**src/rtl/cache_lru_sched.sv**
```systemverilog
// Two-port scheduler sharing one 4-way cache_LRU: TOUCH issues in one cycle, VICTIM reads then marks used.
// Define CACHE_LRU_SCHED_FIXED_PRIO_EN for strict port-0 priority instead of round-robin.
module cache_lru_sched #(
    parameter int ADDR_W = 9,
    parameter int WAY_W  = 2
) (
    input  logic              main_clk,
    input  logic              main_rst_n,
    input  logic              req0,
    input  logic              op0,
    input  logic [ADDR_W-1:0] addr0,
    input  logic [WAY_W-1:0]  way0,
    input  logic              req1,
    input  logic              op1,
    input  logic [ADDR_W-1:0] addr1,
    input  logic [WAY_W-1:0]  way1,
    output logic              gnt0,
    output logic              gnt1,
    output logic              vld0,
    output logic              vld1,
    output logic [WAY_W-1:0]  victim0,
    output logic [WAY_W-1:0]  victim1,
    output logic [ADDR_W-1:0] lru_addr,
    output logic [WAY_W-1:0]  lru_used_index,
    output logic              lru_enable_write,
    input  logic [WAY_W-1:0]  lru_least_used_index,
    output logic              busy
);

    // Handshake: reqN is held until gntN pulses; a VICTIM answers with a vldN pulse the next cycle.
    typedef enum logic {
        IDLE = 1'b0,
        VWR  = 1'b1
    } state_t;

    localparam logic OP_VICTIM = 1'b1;

    state_t              state_q, state_d;
    logic                vport_q;
    logic [ADDR_W-1:0]   vaddr_q;
    logic [ADDR_W-1:0]   addr_hold_q;
    logic [WAY_W-1:0]    used_hold_q;
    logic [WAY_W-1:0]    victim0_q, victim1_q;

    logic                grant;
    logic                winner;
    logic                w_op;
    logic [ADDR_W-1:0]   w_addr;
    logic [WAY_W-1:0]    w_way;

`ifdef CACHE_LRU_SCHED_FIXED_PRIO_EN
    always_comb begin
        winner = ~req0;
    end
`else
    logic rr_ptr_q;
    logic rr_req;

    // The rr_ptr port wins when it requests; otherwise the other port may take the slot.
    always_comb begin
        rr_req = rr_ptr_q ? req1 : req0;
        winner = rr_req ? rr_ptr_q : ~rr_ptr_q;
    end
`endif

    always_comb begin
        w_op   = winner ? op1   : op0;
        w_addr = winner ? addr1 : addr0;
        w_way  = winner ? way1  : way0;
        grant  = (state_q == IDLE) && (req0 || req1) && main_rst_n;
    end

    always_comb begin
        state_d          = state_q;
        gnt0             = 1'b0;
        gnt1             = 1'b0;
        vld0             = 1'b0;
        vld1             = 1'b0;
        victim0          = victim0_q;
        victim1          = victim1_q;
        lru_addr         = addr_hold_q;
        lru_used_index   = used_hold_q;
        lru_enable_write = 1'b0;
        busy             = 1'b0;
        case (state_q)
            IDLE: begin
                if (grant) begin
                    gnt0     = ~winner;
                    gnt1     = winner;
                    lru_addr = w_addr;
                    if (w_op == OP_VICTIM) begin
                        state_d = VWR;
                    end else begin
                        lru_used_index   = w_way;
                        lru_enable_write = 1'b1;
                    end
                end
            end
            VWR: begin
                busy             = 1'b1;
                vld0             = ~vport_q;
                vld1             = vport_q;
                if (vport_q) victim1 = lru_least_used_index;
                else         victim0 = lru_least_used_index;
                // Write the victim back as most-recently-used in the same cycle it is reported.
                lru_addr         = vaddr_q;
                lru_used_index   = lru_least_used_index;
                lru_enable_write = 1'b1;
                state_d          = IDLE;
            end
            default: state_d = IDLE;
        endcase
        if (!main_rst_n) begin
            state_d          = IDLE;
            gnt0             = 1'b0;
            gnt1             = 1'b0;
            vld0             = 1'b0;
            vld1             = 1'b0;
            victim0          = '0;
            victim1          = '0;
            lru_addr         = '0;
            lru_used_index   = '0;
            lru_enable_write = 1'b0;
            busy             = 1'b0;
        end
    end

    always_ff @(posedge main_clk or negedge main_rst_n) begin
        if (!main_rst_n) begin
            state_q     <= IDLE;
            vport_q     <= 1'b0;
            vaddr_q     <= '0;
            addr_hold_q <= '0;
            used_hold_q <= '0;
            victim0_q   <= '0;
            victim1_q   <= '0;
        end else begin
            state_q     <= state_d;
            addr_hold_q <= lru_addr;
            used_hold_q <= lru_used_index;
            victim0_q   <= victim0;
            victim1_q   <= victim1;
            if (grant && (w_op == OP_VICTIM)) begin
                vaddr_q <= w_addr;
                vport_q <= winner;
            end
        end
    end

`ifndef CACHE_LRU_SCHED_FIXED_PRIO_EN
    always_ff @(posedge main_clk or negedge main_rst_n) begin
        if (!main_rst_n) begin
            rr_ptr_q <= 1'b0;
        end else if (grant) begin
            rr_ptr_q <= ~winner;
        end
    end
`endif

endmodule
```
**config.mk**
```make
export PLATFORM = sky130hd
export DESIGN_NAME = cache_lru_sched
export DESIGN_NICKNAME = d
export VERILOG_FILES = /design/src/rtl/cache_lru_sched.sv
export SDC_FILE = /design/constraint.sdc
export NUM_CORES = 1
export LEC_CHECK = 0
export ABC_AREA = 1
export CAP_MARGIN = 20
export CORE_MARGIN = 2
export CORE_UTILIZATION = 41
export CTS_BUF_LIST = sky130_fd_sc_hd__clkbuf_4
export DETAILED_ROUTE_END_ITERATION = 10
export PLACE_DENSITY = 0.85
export REMOVE_ABC_BUFFERS = 1
export SLEW_MARGIN = 20
export SYNTH_ARGS = -nofsm -noshare
export SYNTH_HDL_FRONTEND = slang
export SYNTH_SLANG_ARGS = --single-unit
```
**constraint.sdc**
```tcl
create_clock -name main_clk -period 1.25 [get_ports main_clk]
set_input_delay 0.1875 -clock main_clk [delete_from_list [all_inputs] [get_ports main_clk]]
set_output_delay 0.1875 -clock main_clk [all_outputs]
set_load 0.02 [all_outputs]
```
==> qor.yml, run 1 <==
synthesis:
  synth_flop_cell: "dfrtp_1"
  postSynthAreaPerCell_sq_um: 7.47
  synth_top_area_share: 0.479
  synth_area_leaders: "dfrtp_1 (48%), nand2_1 (16%), inv_1 (6.9%)"
  ys_ff_latch: 27
  synth_cells: 189
  syn_area_sq_um: 1410
  ys_warn_count: 0
  synth_cell_types: 18
  synthTopCellsByCount: "nand2_1 (60), dfrtp_1 (27), inv_1 (26)"
  synth.most_common_cell: "nand2_1"
  synth_edf_count: 0
  synth_async_sr_flop_share: 1.00
  synth_top_area_cell: "dfrtp_1"
  yosysSeqAreaShare: 0.479
critical_path:
  r2r_cells: 10
  cp-start-kind: "flop"
  worstSetupPathType: "reg -> out"
  crit_end: "lru_used_index[1]"
  endpoint_kind: "output pin"
  cp_max_fo: 8
  max_stage_delay_ns: 0.49
  timing.rr.end: "addr_hold_q[7]"
  crit_top_cell: "nand2_1"
  slowest_stage: "dfrtp_2"
  r2r-start: "rr_ptr_q"
  cp-startpoint: "rr_ptr_q"
  r2r_slack_ns: -0.45
  worst_ep_required_time_ns: 1.06
  cp.arrival_ns: 1.85
  crit_chain: "inv_4 > nand2_8 > nand2_8 > nand2_1 > nand2_1 > inv_1 > nand2_1 > nand3_1 > nand2_1 > inv_2 > buf_6"
global_routing:
  grt_overflow: 0
  grt_pass1_wl_microns: 8510
  antenna_found_initial: 0
  grt_pass1_vias: 1791
  groute.usage.overall: 0.277
  grt_max_degree: 17
sta:
  hold_viol_final: 0
  worstMarginPinSlew_ns: 0.439
  timing.final.crit_period_ns: 2.04
  post-route-period-util: 1.63
  setup_ws_ns: -0.787
  clock_skew_ns: 0.0139
  max_freq_ghz: 0.491
  setup_viol: 45
  fin_setup_tns_ns: -17.13
  slew_headroom: 0.704
  drv_slew: 0
  rsz0062_at_grt: "yes"
min_path:
  holdCritPathClass: "in -> async"
clocking:
  clockBufferDepth: 2
  cts_hold_buf: 0
  cts_num_sinks: 27
  cts_tree: "done"
  insertion_delay_ns: 0.34
  cts_made_buffers: 3
  clk_pin_slew_ns: 0.15
  ctsRootBufferMaster: "clkbuf_4"
  htree_levels: 1
routing:
  via_per_inst: 5.31
  wirelength_microns: 6250
  drtIter0Drc: 102
  ant_nets: 0
  vias: 1828
  post-route-drc-count: 0
  avgRoutedWirePerCell_microns: 18.2
  dr.pass1.iters: 5
final_layout:
  fillers: 160
  drive_above_1_share: 0.560
  fin_area_sq_um: 2860
  fin_nets: 329
  syn_to_final_growth_pct: 102
  final_util: 0.863
  final_cell_count_no_fill: 344
  antenna_cells: 0
pwr:
  p_clk_frac: 0.107
  swShare: 0.411
  p_leak_nw: 1.45
  switching_power_mw: 1.59
  power.internal_mw: 2.28
  p_comb_frac: 0.566
  seqPwrFrac: 0.327
  vdd_drop_max_mv: 0.758
  p_per_area_nw_per_um2: 1350
place:
  postPlaceCellArea_sq_um: 2230
  io_buffer_count: 50
  placedCellCount: 320
  hpwl_microns: 3020
  routabilityCongestion: 0.819
floorplanning:
  die_h_microns: 62.7
  io-pin-count: 51
  die_area_sq_um: 3930
  rows: 21
  design.core.area_sq_um: 3310
  initial_core_util: 0.426
  die_x_microns: 62.7
status:
  violations: "setup timing"
  status: "finished, violations left"
run:
  maxCapViolations: 0
==> logic make-up (layout without fill, tap and decap cells) <==
| logic type | count (synthesis) | in the layout | share of synthesized area |
|---|---|---|---|
| simple gates | 86 | 87 | 0.266 |
| compound gates | 41 | 41 | 0.151 |
| buf+inv | 35 | 143 | 0.105 |
| flops | 27 | 27 | 0.479 |
==> metrics by stage <==
stage	worst slack, ns	total power, mW	hold WS, ns
6_report	-0.787	3.87	0.0664
5_1_grt	-0.838	4.04	0.0743
4_1_cts	-0.621	3.28	0.0560
3_5_place_dp	-1.08	2.59	0.486
3_3_place_gp	-1.04	2.53	0.479
2_1_floorplan	-0.224	1.86	-0.108
==> cells in the final DEF (no fill, tap or decap), types with 5 or more instances in the layout <==
cell type,netlist,routed
a21oi_2,0,5
buf_4,0,40
buf_6,2,37
clkdlybuf4s50_1,0,26
dfrtp_1,27,26
inv_1,26,20
inv_2,6,7
inv_4,0,5
nand2_1,60,32
nand2_2,2,18
nand2_4,1,11
o21ai_0,12,7
o21ai_1,18,7
o21ai_2,0,13
==> sequential cells by signal, summed over array words and instances (netlist names) <==
name,cells
vport_q,1
used_hold_q,2
vaddr_q,9
addr_hold_q,9
state_q,1
victim1_q,2
rr_ptr_q,1
victim0_q,2
==> worst min-delay path by stage <==
| stage | cells after the start | end | start | slack (ns) |
|---|---|---|---|---|
| 2_1_floorplan | 0 | addr_hold_q[0] | main_rst_n | -0.11 |
| 3_3_place_gp | 2 | vaddr_q[8] | vaddr_q[8] | 0.48 |
| 3_5_place_dp | 2 | vaddr_q[4] | vaddr_q[4] | 0.49 |
| 6_report | 3 | rr_ptr_q | main_rst_n | 0.07 |
| 4_1_cts | 3 | rr_ptr_q | main_rst_n | 0.06 |
| 5_1_grt | 3 | rr_ptr_q | main_rst_n | 0.07 |
==> critical path, delay by kind of cell, from the launching register on <==
kind | cells | cell delay (ns)
flops | 1 | 0.49
simple gates | 7 | 0.65
buf+inv | 4 | 0.37
==> power by group through the flow <==
stage / sequential (mW) / clock, mW / combinational [mW]
after floorplan: 1.19 / 0 / 0.669
after global placement: 1.20 / 0 / 1.33
after detailed placement: 1.21 / 0 / 1.37
after CTS: 1.21 / 0.394 / 1.68
after global routing: 1.28 / 0.449 / 2.31
final: 1.27 / 0.415 / 2.19
==> final cells by class <==
class,count,area [sq um],area share
clock buffers,4,30.0,0.0105
inverters,32,133,0.0464
multi-input cells,128,937,0.328
flip-flops and latches,27,677,0.237
well taps,46,57.6,0.0201
repair buffers,107,1020,0.358
==> repair_timing <==
action,4_1_cts,5_1_grt
gates resized for setup,182,70
setup endpoints to repair,45,47
setup buffers,13,11
gates cloned,1,0
pin swaps,13,21
==> routing by layer <==
layer  global-route usage  vias up  routed length [microns]
met1                0.317      894                     2400
li1                     -      820                        -
met5                    0        -                        0
met2                0.495       98                     3290
met4                0.147        0                      165
met3               0.0432       16                      384
Power figures use the tool's default switching activity.
==> run 2, diff against run 1 <==
- CORE_UTILIZATION: 41 -> 40
- CTS_BUF_LIST: sky130_fd_sc_hd__clkbuf_4 -> unset
- PLACE_DENSITY: 0.85 -> 0.84
==> run 2 against run 1 <==
  * The run still ends with setup timing left
  * First-iteration DRC count increased by 17%
  * Sequential power about the same
  * Clock skew decreased by 0.0096 ns
  * Wire length decreased by 7.3%
  * Critical path type unchanged
  * Largest cell class unchanged
==> qor.yml, run 2 (synthesized netlist as in run 1, its figures left out) <==
status:
  status: "finished, violations left"
  violations: "setup timing"
sta:
  post-route-period-util: 1.59
  slew_headroom: 0.815
  setup_ws_ns: -0.743
  worstMarginPinSlew_ns: 0.274
  setup_viol: 45
  drv_slew: 0
  hold_viol_final: 0
  clock_skew_ns: 0.00431
  max_freq_ghz: 0.502
  rsz0062_at_grt: "yes"
  timing.final.crit_period_ns: 1.99
  fin_setup_tns_ns: -17.72
  timing.hold.ws_ns: 0.00828
critical_path:
  cp.arrival_ns: 1.81
  r2r_cells: 12
  worst_ep_required_time_ns: 1.06
  endpoint_kind: "output pin"
  r2r-start: "rr_ptr_q"
  cp_max_fo: 3
  timing.rr.end: "addr_hold_q[5]"
  cp-start-kind: "flop"
  worstSetupPathType: "reg -> out"
  r2r_slack_ns: -0.64
global_routing:
  grt_max_degree: 20
  grt_pass1_wl_microns: 8180
  antenna_found_initial: 0
  grt_pass1_vias: 1689
  grt_overflow: 0
  groute.usage.overall: 0.263
final_layout:
  final_common_cell: "buf_4"
  drive_above_1_share: 0.478
  syn_to_final_growth_pct: 90.7
  fin_nets: 326
  reg.largest.list: "addr_hold_q: 9 flops, vaddr_q: 9 flops"
  layout_common_cells: "buf_4 (47), nand2_1 (42), dfrtp_1 (27), clkdlybuf4s50_1 (27), buf_6 (25)"
  antenna_cells: 0
  final_cell_count_no_fill: 341
floorplanning:
  die_x_microns: 63.4
  die_area_sq_um: 4020
  initial_core_util: 0.420
  io-pin-count: 51
  die_h_microns: 63.4
  design.core.area_sq_um: 3360
  rows: 21
place:
  routabilityCongestion: 0.820
  placedCellCount: 311
  hpwl_microns: 2850
  io_buffer_count: 50
  place_ws_ns: -1.12
clocking:
  insertion_delay_ns: 0.34
  cts_tree: "done"
  cts_num_sinks: 27
  ctsRootBufferMaster: "clkbuf_4"
  clk_pin_slew_ns: 0.16
  clockBufferDepth: 2
  htree_levels: 1
  cts_made_buffers: 3
routing:
  dr.pass1.iters: 6
  post-route-drc-count: 0
  ant_nets: 0
  via_per_inst: 5.30
  vias: 1808
  wirelength_microns: 5790
  drtIter0Drc: 119
  avgRoutedWirePerCell_microns: 17.0
pwr:
  p_leak_nw: 1.39
  vdd_drop_max_mv: 0.753
  p_per_area_nw_per_um2: 1350
min_path:
  holdCritPathClass: "in -> async"
run:
  maxCapViolations: 0
run 2: critical path: stages (launching register included):
cell	delay [ns]
dfrtp_1	0.45
inv_2	0.13
nand2_4	0.09
buf_6	0.14
nand3_2	0.06
nand2_2	0.06
nand2_2	0.08
nand2_1	0.06
nand3_1	0.11
nand2_1	0.07
inv_2	0.08
buf_6	0.12
run 2: final cells by class:
type | count | area (sq um)
inverters | 32 | 135
repair buffers | 104 | 958
clock inverters | 1 | 5.00
multi-input cells | 128 | 837
well taps | 46 | 57.6
fillers | 220 | 672
flip-flops and latches | 27 | 676
clock buffers | 3 | 22.5
run 2: metrics by stage:
stage,power [mW],instance area (sq um),util
global route,3.80,2690,0.800
CTS,3.25,2490,0.740
detailed placement,2.53,2160,0.642
floorplan,1.86,1380,-
finish,3.63,2690,0.800
global placement,2.48,2160,0.642
run 2: how the worst max path moves through the flow:
stage / start / endpoint / slack [ns]
4_1_cts: rr_ptr_q / lru_used_index[0] / -0.62
2_1_floorplan: rr_ptr_q / lru_addr[8] / -0.22
3_5_place_dp: req1 / lru_addr[1] / -1.12
6_report: rr_ptr_q / lru_used_index[1] / -0.74
3_3_place_gp: req1 / lru_addr[1] / -1.07
5_1_grt: rr_ptr_q / lru_used_index[1] / -0.85
run 2: repair_timing:
item / 4_1_cts / 5_1_grt
cloned: 1 / 0
endpoints found under the hold margin: 1 / 0
hold buffers: 1 / 0
setup endpoints to repair: 43 / 47
gates resized for setup: 159 / 52
pin swaps: 12 / 11
setup buffers: 21 / 9
run 2: power breakdown:
group / leakage (nW) / total, mW / internal, mW / switching, mW
logic: 1.03 / 1.98 / 0.924 / 1.06
clock network: 0.0177 / 0.405 / 0.121 / 0.285
registers: 0.344 / 1.24 / 1.10 / 0.140
total: 1.39 / 3.63 / 2.15 / 1.48
run 2: routing by layer:
metal | vias to the layer above | share of wire | global-route usage | wire [microns]
li1 | 809 | - | - | -
met1 | 867 | 0.39 | 0.341 | 2250
met5 | - | 0 | 0 | 0
met4 | 0 | 0.043 | 0.120 | 249
met3 | 26 | 0.065 | 0.0375 | 379
met2 | 106 | 0.50 | 0.436 | 2920
